--- src/rtl/axi_mmio_pkg.sv ---
// Shared encodings for the MMIO console: AXI response/burst codes, register
// indices, FSM states and the per-beat decode record.
package axi_mmio_pkg;

  localparam logic [1:0] RESP_OKAY   = 2'b00;
  localparam logic [1:0] RESP_SLVERR = 2'b10;
  localparam logic [1:0] RESP_DECERR = 2'b11;

  localparam logic [1:0] BURST_FIXED = 2'b00;
  localparam logic [1:0] BURST_INCR  = 2'b01;
  localparam logic [1:0] BURST_WRAP  = 2'b10;

  // Register index = window offset [4:3]
  localparam logic [1:0] REG_TX      = 2'd0;
  localparam logic [1:0] REG_RX      = 2'd1;
  localparam logic [1:0] REG_STATUS  = 2'd2;
  localparam logic [1:0] REG_SCRATCH = 2'd3;

  localparam int WIN_BYTES = 32;

  typedef enum logic [1:0] {W_IDLE, W_DATA, W_RESP} wr_state_e;
  typedef enum logic       {R_IDLE, R_DATA}         rd_state_e;

  typedef struct packed {
    logic [1:0] resp;
    logic [1:0] idx;
    logic       last;
  } beat_info_t;

  // Encodings are ordered so that DECERR > SLVERR > OKAY numerically.
  function automatic logic [1:0] resp_max(input logic [1:0] a, input logic [1:0] b);
    return (a > b) ? a : b;
  endfunction

endpackage

--- src/rtl/axi_mmio_burst_addr.sv ---
// Burst address/beat tracker shared by the write and read paths. Decodes either
// the current beat or (LOOKAHEAD) the beat that will be current next cycle.
module axi_mmio_burst_addr
  import axi_mmio_pkg::*;
#(
  parameter int                    ADDR_WIDTH = 64,
  parameter logic [ADDR_WIDTH-1:0] BASE_ADDR  = 'h6000_0000,
  parameter bit                    LOOKAHEAD  = 1'b0
) (
  input  logic                  clock,
  input  logic                  reset_n,
  input  logic                  i_load,
  input  logic                  i_adv,
  input  logic [ADDR_WIDTH-1:0] i_addr,
  input  logic [7:0]            i_len,
  input  logic [1:0]            i_burst,
  output beat_info_t            o_beat
);

  logic [ADDR_WIDTH-1:0] r_addr, w_nxt_addr, w_step_addr, w_addr, w_off;
  logic [7:0]            r_cnt, r_len, w_nxt_cnt, w_nxt_len, w_cnt, w_len;
  logic [1:0]            r_burst, w_nxt_burst, w_burst;

  always_comb begin
    w_step_addr = (r_burst == BURST_INCR) ? r_addr + ADDR_WIDTH'(8) : r_addr;
    w_nxt_addr  = i_load ? i_addr  : (i_adv ? w_step_addr : r_addr);
    w_nxt_cnt   = i_load ? 8'd0    : (i_adv ? r_cnt + 8'd1 : r_cnt);
    w_nxt_len   = i_load ? i_len   : r_len;
    w_nxt_burst = i_load ? i_burst : r_burst;

    w_addr  = LOOKAHEAD ? w_nxt_addr  : r_addr;
    w_cnt   = LOOKAHEAD ? w_nxt_cnt   : r_cnt;
    w_len   = LOOKAHEAD ? w_nxt_len   : r_len;
    w_burst = LOOKAHEAD ? w_nxt_burst : r_burst;

    w_off       = w_addr - BASE_ADDR;
    o_beat.idx  = w_off[4:3];
    o_beat.last = (w_cnt == w_len);
    if (w_addr < BASE_ADDR || w_off >= ADDR_WIDTH'(WIN_BYTES))
      o_beat.resp = RESP_DECERR;
    else if (w_burst == BURST_WRAP)
      o_beat.resp = RESP_SLVERR;
    else
      o_beat.resp = RESP_OKAY;
  end

  always_ff @(posedge clock or negedge reset_n) begin
    if (!reset_n) begin
      r_addr  <= '0;
      r_cnt   <= '0;
      r_len   <= '0;
      r_burst <= BURST_FIXED;
    end else begin
      r_addr  <= w_nxt_addr;
      r_cnt   <= w_nxt_cnt;
      r_len   <= w_nxt_len;
      r_burst <= w_nxt_burst;
    end
  end

endmodule

--- src/rtl/axi_mmio_console.sv ---
// AXI4 MMIO responder: TX/RX byte streams, status and scratch registers.
// Write (AW/W/B) and read (AR/R) paths run independently.
module axi_mmio_console
  import axi_mmio_pkg::*;
#(
  parameter int                    ADDR_WIDTH = 64,
  parameter int                    DATA_WIDTH = 64,
  parameter int                    ID_WIDTH   = 5,
  parameter logic [ADDR_WIDTH-1:0] BASE_ADDR  = 'h6000_0000
) (
  input  logic                    clock,
  input  logic                    reset_n,
  input  logic [ID_WIDTH-1:0]     s_axi_awid,
  input  logic [ADDR_WIDTH-1:0]   s_axi_awaddr,
  input  logic [7:0]              s_axi_awlen,
  input  logic [2:0]              s_axi_awsize,
  input  logic [1:0]              s_axi_awburst,
  input  logic                    s_axi_awvalid,
  output logic                    s_axi_awready,
  input  logic [DATA_WIDTH-1:0]   s_axi_wdata,
  input  logic [DATA_WIDTH/8-1:0] s_axi_wstrb,
  input  logic                    s_axi_wlast,
  input  logic                    s_axi_wvalid,
  output logic                    s_axi_wready,
  output logic [ID_WIDTH-1:0]     s_axi_bid,
  output logic [1:0]              s_axi_bresp,
  output logic                    s_axi_bvalid,
  input  logic                    s_axi_bready,
  input  logic [ID_WIDTH-1:0]     s_axi_arid,
  input  logic [ADDR_WIDTH-1:0]   s_axi_araddr,
  input  logic [7:0]              s_axi_arlen,
  input  logic [2:0]              s_axi_arsize,
  input  logic [1:0]              s_axi_arburst,
  input  logic                    s_axi_arvalid,
  output logic                    s_axi_arready,
  output logic [ID_WIDTH-1:0]     s_axi_rid,
  output logic [DATA_WIDTH-1:0]   s_axi_rdata,
  output logic [1:0]              s_axi_rresp,
  output logic                    s_axi_rlast,
  output logic                    s_axi_rvalid,
  input  logic                    s_axi_rready,
  output logic [7:0]              tx_data,
  output logic                    tx_valid,
  input  logic                    tx_ready,
  input  logic [7:0]              rx_data,
  input  logic                    rx_valid,
  output logic                    rx_ready
);

  wr_state_e             r_wstate;
  rd_state_e             r_rstate;
  logic                  r_awready, r_bvalid, r_arready, r_rvalid, r_rlast, r_rpop;
  logic [1:0]            r_bresp, r_werr, r_rresp, r_rerr;
  logic [ID_WIDTH-1:0]   r_bid, r_rid;
  logic [DATA_WIDTH-1:0] r_rdata, r_scratch;
  logic [7:0]            r_tx_data, r_rx_byte;
  logic                  r_tx_valid, r_rx_full;

  beat_info_t            w_wbeat, w_rbeat;
  logic                  w_aw_hs, w_w_hs, w_ar_hs, w_r_hs, w_wready, w_tx_stall;
  logic                  w_wmis, w_wr_en, w_tx_load, w_rx_pop, w_rx_full_eff, w_rd_load;
  logic [1:0]            w_wresp, w_rresp_n;
  logic [DATA_WIDTH-1:0] w_rdata_n;

  axi_mmio_burst_addr #(.ADDR_WIDTH(ADDR_WIDTH), .BASE_ADDR(BASE_ADDR), .LOOKAHEAD(1'b0)) u_wr_addr (
    .clock   (clock),
    .reset_n (reset_n),
    .i_load  (w_aw_hs),
    .i_adv   (w_w_hs),
    .i_addr  (s_axi_awaddr),
    .i_len   (s_axi_awlen),
    .i_burst (s_axi_awburst),
    .o_beat  (w_wbeat)
  );

  // Read side decodes the beat being loaded so rdata can be registered with it.
  axi_mmio_burst_addr #(.ADDR_WIDTH(ADDR_WIDTH), .BASE_ADDR(BASE_ADDR), .LOOKAHEAD(1'b1)) u_rd_addr (
    .clock   (clock),
    .reset_n (reset_n),
    .i_load  (w_ar_hs),
    .i_adv   (w_r_hs && !r_rlast),
    .i_addr  (s_axi_araddr),
    .i_len   (s_axi_arlen),
    .i_burst (s_axi_arburst),
    .o_beat  (w_rbeat)
  );

  always_comb begin
    w_aw_hs    = s_axi_awvalid && r_awready;
    w_ar_hs    = s_axi_arvalid && r_arready;
    w_r_hs     = r_rvalid && s_axi_rready;
    // A TX beat may only land once the pending byte is leaving this cycle.
    w_tx_stall = (w_wbeat.resp == RESP_OKAY) && (w_wbeat.idx == REG_TX) && s_axi_wstrb[0] &&
                 r_tx_valid && !tx_ready;
    w_wready   = (r_wstate == W_DATA) && !w_tx_stall;
    w_w_hs     = s_axi_wvalid && w_wready;
    w_wmis     = (s_axi_wlast != w_wbeat.last);
    w_wresp    = resp_max(r_werr, resp_max(w_wbeat.resp, w_wmis ? RESP_SLVERR : RESP_OKAY));
    w_wr_en    = w_w_hs && (w_wbeat.resp == RESP_OKAY);
    w_tx_load  = w_wr_en && (w_wbeat.idx == REG_TX) && s_axi_wstrb[0];

    w_rx_pop      = w_r_hs && r_rpop;
    w_rx_full_eff = r_rx_full && !w_rx_pop;
    rx_ready      = !r_rx_full || w_rx_pop;

    w_rd_load = w_ar_hs || (w_r_hs && !r_rlast);
    w_rresp_n = resp_max((r_rstate == R_IDLE) ? RESP_OKAY : r_rerr, w_rbeat.resp);
    w_rdata_n = '0;
    if (w_rbeat.resp == RESP_OKAY) begin
      case (w_rbeat.idx)
        REG_RX:      w_rdata_n = DATA_WIDTH'({w_rx_full_eff, r_rx_byte});
        REG_STATUS:  w_rdata_n = DATA_WIDTH'({w_rx_full_eff, r_tx_valid});
        REG_SCRATCH: w_rdata_n = r_scratch;
        default:     w_rdata_n = '0;
      endcase
    end
  end

  always_ff @(posedge clock or negedge reset_n) begin
    if (!reset_n) begin
      r_wstate  <= W_IDLE;
      r_awready <= 1'b0;
      r_bvalid  <= 1'b0;
      r_bresp   <= RESP_OKAY;
      r_bid     <= '0;
      r_werr    <= RESP_OKAY;
    end else begin
      case (r_wstate)
        W_IDLE: begin
          if (w_aw_hs) begin
            r_awready <= 1'b0;
            r_bid     <= s_axi_awid;
            r_werr    <= RESP_OKAY;
            r_wstate  <= W_DATA;
          end else begin
            r_awready <= 1'b1;
          end
        end
        W_DATA: begin
          if (w_w_hs) begin
            r_werr <= w_wresp;
            if (s_axi_wlast) begin
              r_bresp  <= w_wresp;
              r_bvalid <= 1'b1;
              r_wstate <= W_RESP;
            end
          end
        end
        W_RESP: begin
          if (s_axi_bready) begin
            r_bvalid  <= 1'b0;
            r_awready <= 1'b1;
            r_wstate  <= W_IDLE;
          end
        end
        default: r_wstate <= W_IDLE;
      endcase
    end
  end

  always_ff @(posedge clock or negedge reset_n) begin
    if (!reset_n) begin
      r_rstate  <= R_IDLE;
      r_arready <= 1'b0;
      r_rvalid  <= 1'b0;
      r_rlast   <= 1'b0;
      r_rdata   <= '0;
      r_rresp   <= RESP_OKAY;
      r_rerr    <= RESP_OKAY;
      r_rid     <= '0;
      r_rpop    <= 1'b0;
    end else begin
      case (r_rstate)
        R_IDLE: begin
          if (w_ar_hs) begin
            r_arready <= 1'b0;
            r_rid     <= s_axi_arid;
            r_rvalid  <= 1'b1;
            r_rstate  <= R_DATA;
          end else begin
            r_arready <= 1'b1;
          end
        end
        R_DATA: begin
          if (w_r_hs && r_rlast) begin
            r_rvalid  <= 1'b0;
            r_rlast   <= 1'b0;
            r_rpop    <= 1'b0;
            r_arready <= 1'b1;
            r_rstate  <= R_IDLE;
          end
        end
        default: r_rstate <= R_IDLE;
      endcase
      if (w_rd_load) begin
        r_rdata <= w_rdata_n;
        r_rresp <= w_rresp_n;
        r_rerr  <= w_rresp_n;
        r_rlast <= w_rbeat.last;
        r_rpop  <= (w_rbeat.resp == RESP_OKAY) && (w_rbeat.idx == REG_RX) && w_rx_full_eff;
      end
    end
  end

  always_ff @(posedge clock or negedge reset_n) begin
    if (!reset_n) begin
      r_tx_data  <= '0;
      r_tx_valid <= 1'b0;
      r_rx_byte  <= '0;
      r_rx_full  <= 1'b0;
      r_scratch  <= '0;
    end else begin
      if (w_tx_load) begin
        r_tx_data  <= s_axi_wdata[7:0];
        r_tx_valid <= 1'b1;
      end else if (r_tx_valid && tx_ready) begin
        r_tx_valid <= 1'b0;
      end
      if (rx_valid && rx_ready) begin
        r_rx_byte <= rx_data;
        r_rx_full <= 1'b1;
      end else if (w_rx_pop) begin
        r_rx_full <= 1'b0;
      end
      if (w_wr_en && (w_wbeat.idx == REG_SCRATCH)) begin
        for (int b = 0; b < DATA_WIDTH/8; b++)
          if (s_axi_wstrb[b]) r_scratch[8*b +: 8] <= s_axi_wdata[8*b +: 8];
      end
    end
  end

  assign s_axi_awready = r_awready;
  assign s_axi_wready  = w_wready;
  assign s_axi_bid     = r_bid;
  assign s_axi_bresp   = r_bresp;
  assign s_axi_bvalid  = r_bvalid;
  assign s_axi_arready = r_arready;
  assign s_axi_rid     = r_rid;
  assign s_axi_rdata   = r_rdata;
  assign s_axi_rresp   = r_rresp;
  assign s_axi_rlast   = r_rlast;
  assign s_axi_rvalid  = r_rvalid;
  assign tx_data       = r_tx_data;
  assign tx_valid      = r_tx_valid;

endmodule

--- config.mk ---
export PLATFORM = sky130hd
export DESIGN_NAME = axi_mmio_console
export DESIGN_NICKNAME = d
export VERILOG_FILES = /design/src/rtl/axi_mmio_pkg.sv /design/src/rtl/axi_mmio_burst_addr.sv /design/src/rtl/axi_mmio_console.sv
export SDC_FILE = /design/constraint.sdc
export NUM_CORES = 1
export LEC_CHECK = 0
export ABC_AREA = 1
export BUFFER_PORTS_ARGS = -buffer_cell sky130_fd_sc_hd__buf_2
export CAP_MARGIN = 20
export CORE_MARGIN = 3
export CORE_UTILIZATION = 44
export CTS_CLUSTER_SIZE = 8
export DETAILED_ROUTE_END_ITERATION = 8
export MAX_ROUTING_LAYER = met4
export PLACE_DENSITY = 0.69
export SETUP_SLACK_MARGIN = 0.2
export SLEW_MARGIN = 30
export SYNTH_ARGS = -nofsm -noshare
export SYNTH_HDL_FRONTEND = slang
export SYNTH_SLANG_ARGS = --single-unit
--- constraint.sdc ---
create_clock -name clock -period 4.4 [get_ports clock]
set_input_delay 0.44 -clock clock [delete_from_list [all_inputs] [get_ports clock]]
set_output_delay 0.44 -clock clock [all_outputs]
set_load 0.02 [all_outputs]
==> flow_summary.toml <==
[outcome]
status = "completed"

[global_routing]
grt_overflow = 0
grt_pass1_vias = 20500
antenna_found_initial = 6
grt_pass1_wl_mm = 108
grt_max_degree = 98
grt_use_total_pct = 27.4

[critical_path]
cp_max_fo = 5
required_ns = 4.92
endpoint_kind = "register"
startpoint_type = "register"
cp.arrival_ns = 4.54
path_class = "register to register"

[power_and_ir_drop]
peakVddDrop_uv = 409
switching_share_pct = 45.0
power_switching_mw = 6.46
power_mw = 14.4
p_clk_share_pct = 22.9
power_density_nw_per_um2 = 548
power.internal_mw = 7.89
seq_power_share_pct = 32.0
p_comb_share_pct = 45.1
p_leak_nw = 13.8

[final_layout]
layout_commonest_cell = "nand2_1"
area_growth_pct = 23.6
layoutNonFillerInstCount = 4202
utilization_pct = 55.7
final_cell_mix = "1196 x nand2_1, 350 x nand3_1, 334 x buf_2"
drive_above_1_share_pct = 21.8
num-nets-final = 3852

[floorplanning]
placementRows = 79
die_w_um = 225
fp.dieH_um = 225
dieArea_um2 = 50800
core_um2 = 47100
io_pins = 348
initial_core_util_pct = 45.0

[sta]
layout_worst_path_cycle_share_pct = 91.3
fin_worst_skew_ns = 0.0276
worst_pin_slew_ns = 0.801
fmax_mhz = 249
slew_headroom_pct = 46.3
drv_slew = 0
rsz0062_at_grt = "yes"
finalSetupTns_ns = 0
finalHoldViolCount = 0
fin_crit_ns = 4.02
setup_viol_count_final = 0

[route]
wire_per_inst_um = 16.6
postRouteWirelength_mm = 69.6
ant_nets = 0
post_drt_via_cell_ratio = 5.22
dr.pass1.iters = 6
drcViolationCount = 0
drt_iter0_drc = 1672
vias = 21900

[cts]
clock-root-buffer = "clkbuf_16"
htree_levels = 2
cts_tree = "yes"
numClockSinks = 329
cts_buffer_depth = 3
numCtsBuffers = 47
path_clk_slew_ns = 0.06
clk_latency_ns = 0.59

[synth]
synth_fp_nets = 3442
yosys_warnings = 0
synth_cells = 3174
netlist-cell-type-count = 46
avgSynthCellArea_um2 = 6.68
synth-seq-cells = 329
syn_area_um2 = 21200
synth_seq_area_share_pct = 38.9

[placed_design]
dpl.hpwl_mm = 52.2
place_congestion = 0.975
numPortBuffers = 335
dpl.cell_count = 4107

[job]
drv_cap = 0

[worst_hold_path]
hp-class = "input port to register"
==> state kept, by name (all words and copies together), names as in the netlist, 8 cells and up <==
| name | flops |
|---|---|
| r_rx_byte | 8 |
| r_scratch | 64 |
| s_axi_rdata | 64 |
| tx_data | 8 |
| u_rd_addr.r_addr | 61 |
| u_rd_addr.r_cnt | 8 |
| u_rd_addr.r_len | 8 |
| u_wr_addr.r_addr | 61 |
| u_wr_addr.r_cnt | 8 |
| u_wr_addr.r_len | 8 |
==> power groups by stage <==
stage	clock, mW	combinational (mW)	sequential [mW]
4_1_cts	3.35	6.00	4.56
2_1_floorplan	0	4.08	4.42
5_1_grt	3.48	7.25	4.71
3_3_place_gp	0	5.90	4.59
6_report	3.29	6.47	4.60
3_5_place_dp	0	5.95	4.59
==> synthesized netlist by cell type (all sizes together) <==
cell type     n  area, um2
nor3         57        300
nand2      1250       4760
o211ai        1       7.51
and3b         1       8.76
nand4        69        432
mux2          8       90.1
o311ai        2       17.5
a21oi         9       45.0
clkbuf       76        285
xnor2        17        149
buf          37        228
nor4         29        181
nor3b         2       15.0
dfrtp       329       8230
o21ai        85        429
a32o          7       70.1
ha           14        175
nand3b        6       45.0
a31oi         5       31.3
nand3       382       2010
or2          39        244
o31ai         5       37.5
or4           1       7.51
o22ai         3       18.8
and2          7       43.8
o21bai        6       45.0
inv         299       1120
clkinv        2       7.51
nor2        353       1510
a31o          1       8.76
xor2         72        631
==> area by class of cell <==
cell class,count,area (um2)
inverter,301,1140
clock buffer,50,1200
antenna,6,15.0
fill,4625,20900
tap,607,759
multi-input combinational,2431,11900
sequential,329,8240
clock inverter,4,81.3
timing repair buffer,473,2840
timing repair inverter,1,5.00
==> path summary, 6_finish.rpt <==
check | depth (start not counted) | slack (ns) | start | endpoint
min in group asynchronous | 2 | 0.53 | reset_n | u_rd_addr.r_addr[18]$_DFF_PN0_
max in group asynchronous | 3 | 2.74 | reset_n | s_axi_rid[3]$_DFFE_PN0P_
min reg2reg | 2 | 0.46 | s_axi_rid[1]$_DFFE_PN0P_ | s_axi_rid[1]$_DFFE_PN0P_
min | 3 | 0.06 | s_axi_awburst[1] | u_wr_addr.r_burst[1]$_DFFE_PN0P_
max reg2reg | 26 | 0.38 | u_wr_addr.r_addr[32]$_DFFE_PN0P_ | r_werr[0]$_DFFE_PN0P_
max | 26 | 0.38 | u_wr_addr.r_addr[32]$_DFFE_PN0P_ | r_werr[0]$_DFFE_PN0P_
==> through the flow <==
| step | hold slack [ns] | setup WS [ns] | area (um2) |
|---|---|---|---|
| global placement | 0.449 | 0.157 | 24000 |
| CTS | 0.0206 | 0.165 | 25300 |
| floorplan | 0.144 | 0.644 | 21200 |
| finish | 0.0551 | 0.381 | 26200 |
| detailed placement | 0.453 | 0.113 | 24000 |
| global route | 0.0374 | 0.0568 | 26200 |
==> worst max-delay path, cell delays in order (launching register included) <==
cell and delay (ns):
dfrtp_1 0.37, nor2_1 0.20, buf_4 0.16, inv_1 0.04
nor2_2 0.20, nand4_1 0.21, o21ai_0 0.29, nand2_1 0.08
nor2_1 0.15, nand2_1 0.08, nor4_2 0.26, nand2_1 0.12
nor2_4 0.16, nand2_2 0.08, ha_4 0.27, nor2_1 0.04
a21oi_2 0.13, nand3_1 0.11, o21ai_2 0.09, ha_1 0.27
nor2_1 0.14, o22ai_2 0.10, nand2_1 0.09, o21ai_2 0.07
nor2_1 0.09, nand3_1 0.07, nand2_1 0.08
==> layer usage <==
layer	wire [um]	up-vias	part of all wire [%]	global-route usage (%)
met4	2520	0	3.6	9.59
met1	30100	10200	43	35.9
met3	4470	130	6.4	4.65
li1	-	10900	-	-
met2	32500	701	47	43.2
met5	0	-	0	-
==> what timing repair did <==
item                                    CTS  global route
pin swaps                                 0            52
setup buffers                             1            32
endpoints found under the setup margin    4           183
hold buffers                              1             0
cloned                                    0             1
gates resized for setup                   5           158
hold endpoints to repair                 92             0
==> kinds of logic (layout without fill, tap and decap cells) <==
group           Yosys count  after routing  synth area share, %
compound gates          124            124                 3.35
xor+xnor                 89             89                 3.68
fa+ha+maj                14             14                0.827
buf+inv                 414            829                 7.75
flops                   329            329                 38.9
mux                       8              8                0.425
other cells               0              6                    0
simple gates           2196           2196                 45.1
(Power assumes the default switching activity.)
